===== config.mk =====
export PLATFORM = sky130hd
export DESIGN_NAME = instr_fetch_unit
export DESIGN_NICKNAME = d
export VERILOG_FILES = /design/src/rtl/instr_fetch_unit_pkg.sv /design/src/rtl/instr_fetch_unit_fetch_pc_sel.sv /design/src/rtl/instr_fetch_unit.sv
export SDC_FILE = /design/constraint.sdc
export NUM_CORES = 1
export LEC_CHECK = 0
export ABC_AREA = 1
export CORE_AREA = 2 2 115 117
export DETAILED_ROUTE_END_ITERATION = 16
export DIE_AREA = 0 0 117 119
export GPL_TIMING_DRIVEN = 0
export PLACE_DENSITY = 0.85
export SLEW_MARGIN = 20
export SYNTH_ARGS = -nofsm -noshare
export SYNTH_HDL_FRONTEND = slang
export SYNTH_SLANG_ARGS = --single-unit

===== constraint.sdc =====
create_clock -name clk -period 9.3 [get_ports clk]
set_clock_uncertainty 0.05 [all_clocks]
set_input_delay 1.395 -clock clk [delete_from_list [all_inputs] [get_ports clk]]
set_output_delay 1.395 -clock clk [all_outputs]
set_load 0.01 [all_outputs]

===== src/rtl/instr_fetch_unit_pkg.sv =====
// Shared definitions for the instruction fetch unit.
//   - default reset PC, NOP and HALT instruction encodings
//   - instruction memory window, expressed as word indices (byte address >> 2)
//   - fetch FSM state encoding
//   - small PC arithmetic helper
package instr_fetch_unit_pkg;

  localparam logic [31:0] DEF_RESET_PC   = 32'h0000_0000;
  localparam logic [31:0] DEF_HALT_INSTR = 32'hFFFF_FFFF;
  localparam logic [31:0] DEF_NOP_INSTR  = 32'h0000_0000;

  // Legal instruction memory window, inclusive, in words.
  localparam logic [29:0] INSTR_MEM_LO = 30'd0;
  localparam logic [29:0] INSTR_MEM_HI = 30'd1023;

  typedef enum logic [1:0] {
    ST_IDLE   = 2'd0,
    ST_FETCH  = 2'd1,
    ST_HALTED = 2'd2
  } fetch_state_e;

  // Sequential PC step; wraps modulo 2^32 with no carry out.
  function automatic logic [31:0] pcPlus4(input logic [31:0] pc);
    return pc + 32'd4;
  endfunction

endpackage


===== src/rtl/instr_fetch_unit_fetch_pc_sel.sv =====
// Combinational next-PC selection and fetch address check.
// Ports:
//   i_pc          current program counter (byte address)
//   i_redirect    branch/jump taken; highest priority
//   i_redirect_pc redirect target
//   i_hold        keep the current PC (stall or halt capture)
//   o_next_pc     selected next PC: redirect target, current PC, or PC+4
//   o_addr_fault  current PC is misaligned or outside the instruction memory
module fetch_pc_sel
  import instr_fetch_unit_pkg::*;
(
  input  logic [31:0] i_pc,
  input  logic        i_redirect,
  input  logic [31:0] i_redirect_pc,
  input  logic        i_hold,
  output logic [31:0] o_next_pc,
  output logic        o_addr_fault
);

  logic [29:0] w_word_off;
  logic        w_misaligned;
  logic        w_out_of_range;

  // Offsetting by the window base turns the two-sided range test into one
  // unsigned compare: words below the base wrap around to huge offsets.
  assign w_word_off     = i_pc[31:2] - INSTR_MEM_LO;
  assign w_misaligned   = (i_pc[1:0] != 2'b00);
  assign w_out_of_range = (w_word_off > (INSTR_MEM_HI - INSTR_MEM_LO));
  assign o_addr_fault   = w_misaligned | w_out_of_range;

  always_comb begin
    o_next_pc = pcPlus4(i_pc);
    if (i_redirect) begin
      o_next_pc = i_redirect_pc;
    end else if (i_hold) begin
      o_next_pc = i_pc;
    end
  end

endmodule


===== src/rtl/instr_fetch_unit.sv =====
// Instruction fetch unit: owns the PC, addresses the combinational
// instruction memory and fills the IF/ID pipeline register.
// Ports:
//   clk, rst      clock and asynchronous active-high reset
//   pc            byte address to instruction memory
//   instr         word returned by memory for pc
//   stall         hold PC and IF/ID
//   redirect      taken branch/jump, with target redirect_pc
//   if_id_pc      PC of the captured instruction
//   if_id_pc4     if_id_pc + 4
//   if_id_instr   captured instruction word
//   if_id_valid   IF/ID holds a real instruction
//   halted        fetch stopped by a halt word or an address fault
//   fault         sticky address fault flag
module instr_fetch_unit
  import instr_fetch_unit_pkg::*;
#(
  parameter logic [31:0] RESET_PC   = DEF_RESET_PC,
  parameter logic [31:0] HALT_INSTR = DEF_HALT_INSTR,
  parameter logic [31:0] NOP_INSTR  = DEF_NOP_INSTR
) (
  input  logic        clk,
  input  logic        rst,
  output logic [31:0] pc,
  input  logic [31:0] instr,
  input  logic        stall,
  input  logic        redirect,
  input  logic [31:0] redirect_pc,
  output logic [31:0] if_id_pc,
  output logic [31:0] if_id_pc4,
  output logic [31:0] if_id_instr,
  output logic        if_id_valid,
  output logic        halted,
  output logic        fault
);

  fetch_state_e r_state;
  logic [31:0]  r_pc;
  logic [31:0]  r_if_id_pc;
  logic [31:0]  r_if_id_pc4;
  logic [31:0]  r_if_id_instr;
  logic         r_if_id_valid;
  logic         r_halted;
  logic         r_fault;

  fetch_state_e w_next_state;
  logic [31:0]  w_pc_next;
  logic [31:0]  w_if_id_pc_next;
  logic [31:0]  w_if_id_pc4_next;
  logic [31:0]  w_if_id_instr_next;
  logic         w_if_id_valid_next;
  logic         w_halted_next;
  logic         w_fault_next;

  logic         w_is_halt;
  logic         w_hold;
  logic [31:0]  w_sel_pc;
  logic         w_addr_fault;

  // A captured halt word freezes the PC, so it is treated like a stall for
  // the next-PC mux; redirect still overrides it inside the selector.
  assign w_is_halt = (instr == HALT_INSTR);
  assign w_hold    = stall | w_is_halt;

  fetch_pc_sel u_pc_sel (
    .i_pc          (r_pc),
    .i_redirect    (redirect),
    .i_redirect_pc (redirect_pc),
    .i_hold        (w_hold),
    .o_next_pc     (w_sel_pc),
    .o_addr_fault  (w_addr_fault)
  );

  // Next-state and next-register logic. Everything holds by default; only
  // FETCH moves the PC. A bad PC beats redirect and stall because the word
  // on instr cannot be trusted and the fault must be reported regardless.
  always_comb begin
    w_next_state       = r_state;
    w_pc_next          = r_pc;
    w_if_id_pc_next    = r_if_id_pc;
    w_if_id_pc4_next   = r_if_id_pc4;
    w_if_id_instr_next = r_if_id_instr;
    w_if_id_valid_next = r_if_id_valid;
    w_halted_next      = r_halted;
    w_fault_next       = r_fault;

    case (r_state)
      ST_IDLE: begin
        w_next_state = ST_FETCH;
      end

      ST_FETCH: begin
        if (w_addr_fault) begin
          w_fault_next       = 1'b1;
          w_halted_next      = 1'b1;
          w_if_id_valid_next = 1'b0;
          w_next_state       = ST_HALTED;
        end else if (redirect) begin
          w_pc_next          = w_sel_pc;
          w_if_id_instr_next = NOP_INSTR;
          w_if_id_valid_next = 1'b0;
        end else if (!stall) begin
          w_pc_next          = w_sel_pc;
          w_if_id_pc_next    = r_pc;
          w_if_id_pc4_next   = pcPlus4(r_pc);
          w_if_id_instr_next = instr;
          w_if_id_valid_next = 1'b1;
          if (w_is_halt) begin
            w_halted_next = 1'b1;
            w_next_state  = ST_HALTED;
          end
        end
      end

      ST_HALTED: begin
        w_if_id_valid_next = 1'b0;
      end

      default: begin
        w_next_state = ST_IDLE;
      end
    endcase
  end

  // State and pipeline registers, all cleared immediately by rst.
  always_ff @(posedge clk or posedge rst) begin
    if (rst) begin
      r_state       <= ST_IDLE;
      r_pc          <= RESET_PC;
      r_if_id_pc    <= 32'h0;
      r_if_id_pc4   <= 32'h0;
      r_if_id_instr <= NOP_INSTR;
      r_if_id_valid <= 1'b0;
      r_halted      <= 1'b0;
      r_fault       <= 1'b0;
    end else begin
      r_state       <= w_next_state;
      r_pc          <= w_pc_next;
      r_if_id_pc    <= w_if_id_pc_next;
      r_if_id_pc4   <= w_if_id_pc4_next;
      r_if_id_instr <= w_if_id_instr_next;
      r_if_id_valid <= w_if_id_valid_next;
      r_halted      <= w_halted_next;
      r_fault       <= w_fault_next;
    end
  end

  assign pc          = r_pc;
  assign if_id_pc    = r_if_id_pc;
  assign if_id_pc4   = r_if_id_pc4;
  assign if_id_instr = r_if_id_instr;
  assign if_id_valid = r_if_id_valid;
  assign halted      = r_halted;
  assign fault       = r_fault;

endmodule

==> qor.yml <==
post-place-ws_ns: 5.98
synth-seq-cells: 131
antenna_cells: 0
grt_first_pass_wirelength_um: 31300
htreeDepth: 4
synth_warnings: 0
cts_hold_buf: 0
hold-worst-slack_ns: 0.425
rsz0062_at_grt: "false"
grt_use_met3: 0.0738
postRouteAntennaNets: 0
row_count: 42
clkLatencyLatePin_ns: 0.42
hold_start: "halted"
post-route-min-period_ns: 3.02
yosys_most_used_dff: "dfrtp_1"
synth.top_cell.area_share: 0.515
num_io_pins: 199
nFillCells: 973
synth_area_leaders: "dfrtp_1 (52%), nand2_1 (20%), nor2_1 (6.5%)"
grt-ovfl-total: 0
syn_to_final_growth_pct: 44.5
hpwl_um: 14100
period_share: 0.325
yosysTopAreaCell: "dfrtp_1"
drv_cap: 0
drive_above_1_share: 0.0606
min_to: "halted"
slew_viol_final: 0
hold_viol_final: 0
cts_resized: 0
tightest_slew_ns: 0.575
setup_tns_ns: 0
portBuffers: 198
placedCellCount: 1233
cp_cell_sequence: "clkdlybuf4s50_1"
critPathMaxFanout: 9
power_density_nw_per_um2: 142
r2r-end: "pc[16]"
slowest_delay_ns: 0.63
totalWireLength_um: 19600
dieArea_um2: 13900
core_um2: 12900
reg2regPathDepth: 9
synthArstFlopShare: 1.00
reg2reg_setup_slack_ns: 7.18
fin_area_um2: 9190
cts_sinks: 131
dr.pass1.iters: 5
cp.required_ns: 7.86
vias_per_cell: 5.07
grt_usage: 0.293
die_w_um: 117
clk_pin_slew_ns: 0.06
status: "finished clean"
r2r-start: "pc[2]"
syn-num-nets: 930
ys_seq_area_frac: 0.515
worst_path_dominant_cell_family: "buffers and inverters"
grt.met2_usage: 0.474
worst-setup-path-type: "flop to output port"
max_freq_ghz: 0.331
syn_avg_cell_area_um2: 7.42
finalSetupViolations: 0
root_buffer: "clkbuf_16"
final_cells: 1265
dpl_cell_area_um2: 8600
peakVddDrop_mv: 0.113
relSlewSlack: 0.617
slowest_stage: "clkdlybuf4s50_1"
finalPower_mw: 1.31
cts_tree: "built"
gp_congestion: 0.919
synthCells: 858
leakage_nw: 4.71
gr-usage-met1: 0.363
post-route-drc-count: 0
wl_per_cell_um: 15.5
yosys-top-cells-count: "nand2_1 (346), dfrtp_1 (131), nor2_1 (110)"
hp-class: "flop to flop"
grt_max_degree: 70
numCtsBuffers: 17
crit_path_end_kind: "output port"
grt_pass1_vias: 6201
vias: 6412
cts_setup_buffers: 0
startpoint_type: "flop"
syn_area_um2: 6360
fin_util: 0.714
antenna_found_initial: 0
synth.distinct_cells: 25
synth_edf_count: 0
whs_path_depth: 2
synth.most_common_cell: "nand2_1"
busiest_layer: "met2"
critical_path_arrival_ns: 1.58
crit_buf_inv: 1
die_h_um: 119
dr.first_iter.drc_count: 577
fin_ws_ns: 6.28
cts_buffer_depth: 2
initial_core_util: 0.494
nNetsFinal: 1148
==> worst max path at each step <==
stage | slack, ns | depth (start not counted) | to | from
after floorplan | 4.36 | 1 | fault | rst
after global placement | 2.52 | 2 | if_id_instr[0] | rst
after detailed placement | 5.98 | 7 | pc[17] | redirect
after CTS | 6.25 | 1 | pc[2] | pc[2]
after global routing | 6.16 | 6 | pc[9] | redirect
final | 6.28 | 1 | pc[2] | pc[2]
==> final cells by class <==
type / instances / area [um2] / area share
Sequential cell: 131 / 3280 / 0.357
Clock inverter: 14 / 154 / 0.0167
Timing Repair Buffer: 199 / 2010 / 0.219
Inverter: 98 / 377 / 0.0410
Clock buffer: 18 / 439 / 0.0478
Buffer: 29 / 174 / 0.0189
Tap cell: 176 / 220 / 0.0240
Multi-Input combinational cell: 600 / 2540 / 0.276
==> where the power goes <==
group          internal [mW]  switching [mW]  leakage [nW]  total, mW
combinational         0.0326          0.0367          2.94     0.0693
sequential             0.570               0          1.49      0.570
clock                  0.404           0.262         0.283      0.666
total                   1.01           0.299          4.71       1.31
==> layer usage <==
metal  vias up  routed length [um]
met3        58                1740
met1      2961                7780
met5         -                   0
met4         0                 693
li1       3066                   -
met2       327                9420
==> sequential cells by signal (all words and copies together) (netlist names) <==
register / cells
fault: 1
if_id_instr: 32
pc: 32
r_state: 2
halted: 1
if_id_pc4: 30
if_id_valid: 1
if_id_pc: 32
==> cell families after synthesis <==
logic type	Yosys count	share of synthesized area
flops	131	0.515
buf+inv	127	0.0853
fa+ha+maj	4	0.00787
simple gates	515	0.321
compound gates	70	0.0559
xor+xnor	11	0.0151
==> placed cells by master, fill, tap and decap left out, types with 2 or more instances in the layout <==
cell,instances
inv_2,2
nand2_2,3
ha_1,4
a31oi_1,2
xor2_1,10
buf_2,4
clkinvlp_4,3
clkbuf_1,7
dfrtp_1,131
nor2_2,3
nand2_1,346
inv_1,94
clkdlybuf4s50_1,198
bufinv_16,2
clkbuf_2,3
nor3_1,7
nand3_1,42
o21ai_1,18
clkinv_2,3
inv_6,3
buf_4,9
buf_6,3
nor2_1,110
o21ai_0,49
clkbuf_16,17
nor2_4,3
buf_1,3
clkinv_4,4
No activity file was read; power rests on OpenSTA's default activity.
==> RTL change 1 (same flow settings) <==
Reset style: synchronous (`rst`), changed in one clocked block. Comments in the files are not updated.
--- a/src/rtl/instr_fetch_unit.sv
+++ b/src/rtl/instr_fetch_unit.sv
@@ -125,3 +125,3 @@
   // State and pipeline registers, all cleared immediately by rst.
-  always_ff @(posedge clk or posedge rst) begin
+  always_ff @(posedge clk) begin
     if (rst) begin
Behaviour: differs if rst is asserted again (counterexample within 4 cycles, from zero or initial values and one cycle with rst high); with rst held inactive, the same outputs for 4 cycles.
==> RTL change 1 against the unedited design <==
First-iteration DRC count down 31%. Worst setup slack got worse by 90 ps. Die area is the same. Register-to-register slack improved by 190 ps. Sequential cell count unchanged. Synthesized area shrank 19%. Hold slack got worse by 38 ps. Via count down 15%. Routed wire length decreased by 18%. Cell area is 12% lower. Fmax decreased by 2.9%. Critical path depth increased by 9. Critical path type is now input port to flop.
Power is not compared: it rests on default switching activity, and its combinational part moved more than twofold at a synthesized area within 25%.
==> RTL change 1: results (changes against the unedited design) <==
| Metric | Value |
|---|---|
| Post-synthesis sequential area ratio | 50.7% (was 51.5%) |
| Non-clock buffer share | 26.9% (was 23.8%) |
| Layout fillers | 1114 (was 973) |
| Overall Global Routing Usage | 23.0% (was 29.3%) |
| Avg Synthesized Cell Area | 7.34 sq um (was 7.42 sq um) |
| Top cells by area, synth | dfxtp_1 (51%), nand2_1 (14%), nor2_1 (11%), a21oi_1 (6.4%), o21ai_0 (4.3%) (was dfrtp_1 (52%), nand2_1 (20%), nor2_1 (6.5%), inv_1 (5.6%), o21ai_0 (3.9%)) |
| Min-Delay Endpoint | if_id_pc[16]$_SDFFE_PP0P_ (was halted$_DFFE_PP0P_) |
| R2R Path End | pc[11]$_SDFFE_PP0P_ (was pc[16]$_DFFE_PP0P_) |
| Number of ordinary inverters in the final layout | 23 (was 98) |
| Hold path startpoint | if_id_pc[16]$_SDFFE_PP0P_ (was halted$_DFFE_PP0P_) |
| Detailed Route Iter0 Violations | 399 (was 577) |
| Multi-input comb cells | 512 (was 600) |
| DP Area | 0.00736 sq mm (was 0.00860 sq mm) |
| Worst Path Max Fanout | 10 (was 9) |
| Multi-input combinational area share | 28.0% (was 27.6%) |
| Avg Vias per Cell | 4.89 (was 5.07) |
| Register area | 0.00262 sq mm (was 0.00328 sq mm) |
| Share of cells above drive strength 1 | 5.89% (was 6.06%) |
| DPL Wire Length | 11.3 mm (was 14.1 mm) |
| Dpl ws | 5780 ps (was 5980 ps) |
| Synth cell types | 26 (was 25) |
| Syn nets | 777 (was 930) |
| Routed WL | 16.0 mm (was 19.6 mm) |
| Final hold slack | 386 ps (was 425 ps) |
| Non-Filler Instances | 1110 (was 1265) |
| Repair and plain buffers | 236 (was 228) |
| Post-synth top cells | nand2_1 (195), nor2_1 (152), dfxtp_1 (131) (was nand2_1 (346), dfrtp_1 (131), nor2_1 (110)) |
| Wire length on met3 | 1.21 mm (was 1.74 mm) |
| Final net count | 993 (was 1148) |
| Grt met3 use | 7.12% (was 7.38%) |
| Status | finished, final reports clean (unchanged) |
| Met2 wire len | 7.66 mm (was 9.42 mm) |
| Vias in the first global route | 5271 (was 6201) |
| CP arrival | 3410 ps (was 1580 ps) |
| Clkbuf count | 20 (was 18) |
| Clock network area share | 8.76% (was 6.45%) |
| Met2 Usage GRT | 37.8% (was 47.4%) |
==> RTL change 1: cells by family (layout without fill, tap and decap cells) <==
group | count (synthesis) | after routing | share of synthesized area, %
AO/OA/AOI/OAI | 115 | 115 | 11.1
XOR/XNOR | 4 | 4 | 0.677
adder cells (fa/ha/maj) | 4 | 4 | 0.968
buffers and inverters | 62 | 291 | 5.52
flip-flops | 131 | 131 | 50.7
multiplexers | 3 | 3 | 0.581
AND/OR/NAND/NOR | 386 | 386 | 30.4
==> RTL change 1: worst max path at each step <==
stage / start / end / slack, ps
2_1_floorplan: instr[24] / pc[10]$_SDFFE_PP0P_ / 6840
3_5_place_dp: redirect / pc[22]$_SDFFE_PP0P_ / 5780
5_1_grt: redirect / pc[29]$_SDFFE_PP0P_ / 6000
3_3_place_gp: redirect / pc[17]$_SDFFE_PP0P_ / 5830
4_1_cts: redirect / pc[22]$_SDFFE_PP0P_ / 6190
6_report: redirect / pc[29]$_SDFFE_PP0P_ / 6190
==> RTL change 2 (same settings) <==
Made on the original files. Re-encode `fetch_state_e` (3 states) as one-hot, 3 bits wide.
--- a/src/rtl/instr_fetch_unit_pkg.sv
+++ b/src/rtl/instr_fetch_unit_pkg.sv
@@ -15,6 +15,6 @@
 
-  typedef enum logic [1:0] {
-    ST_IDLE   = 2'd0,
-    ST_FETCH  = 2'd1,
-    ST_HALTED = 2'd2
+  typedef enum logic [2:0] {
+    ST_IDLE   = 3'b001,
+    ST_FETCH  = 3'b010,
+    ST_HALTED = 3'b100
   } fetch_state_e;
Behaviour: no difference found for any inputs over 4 cycles, from zero or initial values and one cycle with rst high; so few cycles prove little.
==> RTL change 2 against the unedited design <==
Synthesized area increased by 3.4%. Sequential cell count increased by 1. Routed wire length is 0.60% higher. Cell area grew 2.7%. Final cell count up 1.0%. Power grew 8.7%. Fmax down 1.3%. Sequential power rose by 4.0%. Synthesized cell count is 1.5% higher. Critical path depth unchanged. Clock power rose by 6.0%. Worst setup slack got worse by 38 ps.
==> RTL change 2: results (changes against the unedited design) <==
| Metric | Value |
|---|---|
| Routed WL | 19.8 mm (was 19.6 mm) |
| Syn nets | 940 (was 930) |
| Status | finished, final reports clean (unchanged) |
| Overall Global Routing Usage | 29.1% (was 29.3%) |
| Post-Synth XOR/XNOR Area | 0.399% (was 1.51%) |
| Synth cell types | 30 (was 25) |
| DP Area | 0.00882 sq mm (was 0.00860 sq mm) |
| DPL Wire Length | 14.4 mm (was 14.1 mm) |
| Avg Vias per Cell | 5.13 (was 5.07) |
| Peak VDD IR | 0.0997 mV (was 0.113 mV) |
| Detailed Route Iter0 Violations | 554 (was 577) |
| Post-synthesis sequential area ratio | 50.2% (was 51.5%) |
| Mux contribution to synthesized area | 0.456% (was 0%) |
| Max incr delay on CP | 610 ps (was 630 ps) |
| Post-Place Cells | 1246 (was 1233) |
| Static Leak | 4.72 nW (was 4.71 nW) |
| Placer congestion estimate | 0.954 (was 0.919) |
| Pin count of the biggest net entering global routing | 76 (was 70) |
| Wire length on met3 | 1.40 mm (was 1.74 mm) |
| Synthesized-area fraction occupied by ao, oa, aoi and oai cells | 7.05% (was 5.59%) |
| Vias in the first global route | 6262 (was 6201) |
| Non-Filler Instances | 1278 (was 1265) |
| Met2 Usage GRT | 47.2% (was 47.4%) |
| Worst rel slew slack | 59.8% (was 61.7%) |
| Met1 WL | 8.17 mm (was 7.78 mm) |
| First-pass GRT wire length | 31.1 mm (was 31.3 mm) |
RTL change 2: cell types whose count changed after synthesis, moves of 6 or more:
cell and delta:
inv_1 +14, or2_2 +19, nand2_1 -67, o21bai_1 +12, nand4_1 +16, xor2_1 -7, o21ai_1 -8, clkbuf_1 +9
nand3_1 +13, nor3_1 -6, nor2_1 +18, o21ai_2 +7
RTL change 2: cell type report:
type | count | area (sq um) | area share (%)
multi-input cells | 596 | 2650 | 28.1
well taps | 176 | 220 | 2.33
flip-flops and latches | 132 | 3300 | 35.0
clock buffers | 17 | 425 | 4.51
plain buffers | 32 | 205 | 2.17
inverters | 111 | 424 | 4.49
clock inverters | 15 | 196 | 2.08
repair buffers | 199 | 2010 | 21.3
RTL change 2: worst paths after layout:
| path | slack (ps) | depth (start not counted) | to |
|---|---|---|---|
| max reg2reg | 7120 | 10 | pc[22]$_DFFE_PP0P_ |
| max | 6240 | 1 | pc[2] |
| min reg2reg | 420 | 2 | halted$_DFFE_PP0P_ |
| max in group asynchronous | 7170 | 3 | if_id_pc4[8]$_DFFE_PP0P_ |
| min in group asynchronous | 1330 | 2 | if_id_pc[24]$_DFFE_PP0P_ |
| min | 420 | 2 | halted$_DFFE_PP0P_ |
RTL change 2: worst min-delay path, cell delays in order (launching register included):
cell	delay (ps)
dfrtp_1	340
inv_1	40
nand2_1	50
RTL change 2: power by group through the flow:
| stage | registers, W | logic (W) | clock network [W] |
|---|---|---|---|
| global placement | 0.000603 | 0.000116 | 0 |
| CTS | 0.000592 | 0.000120 | 0.000711 |
| finish | 0.000593 | 0.000120 | 0.000706 |
| detailed placement | 0.000602 | 0.000119 | 0 |
| global route | 0.000593 | 0.000133 | 0.000736 |
| floorplan | 0.000602 | 0.0000531 | 0 |
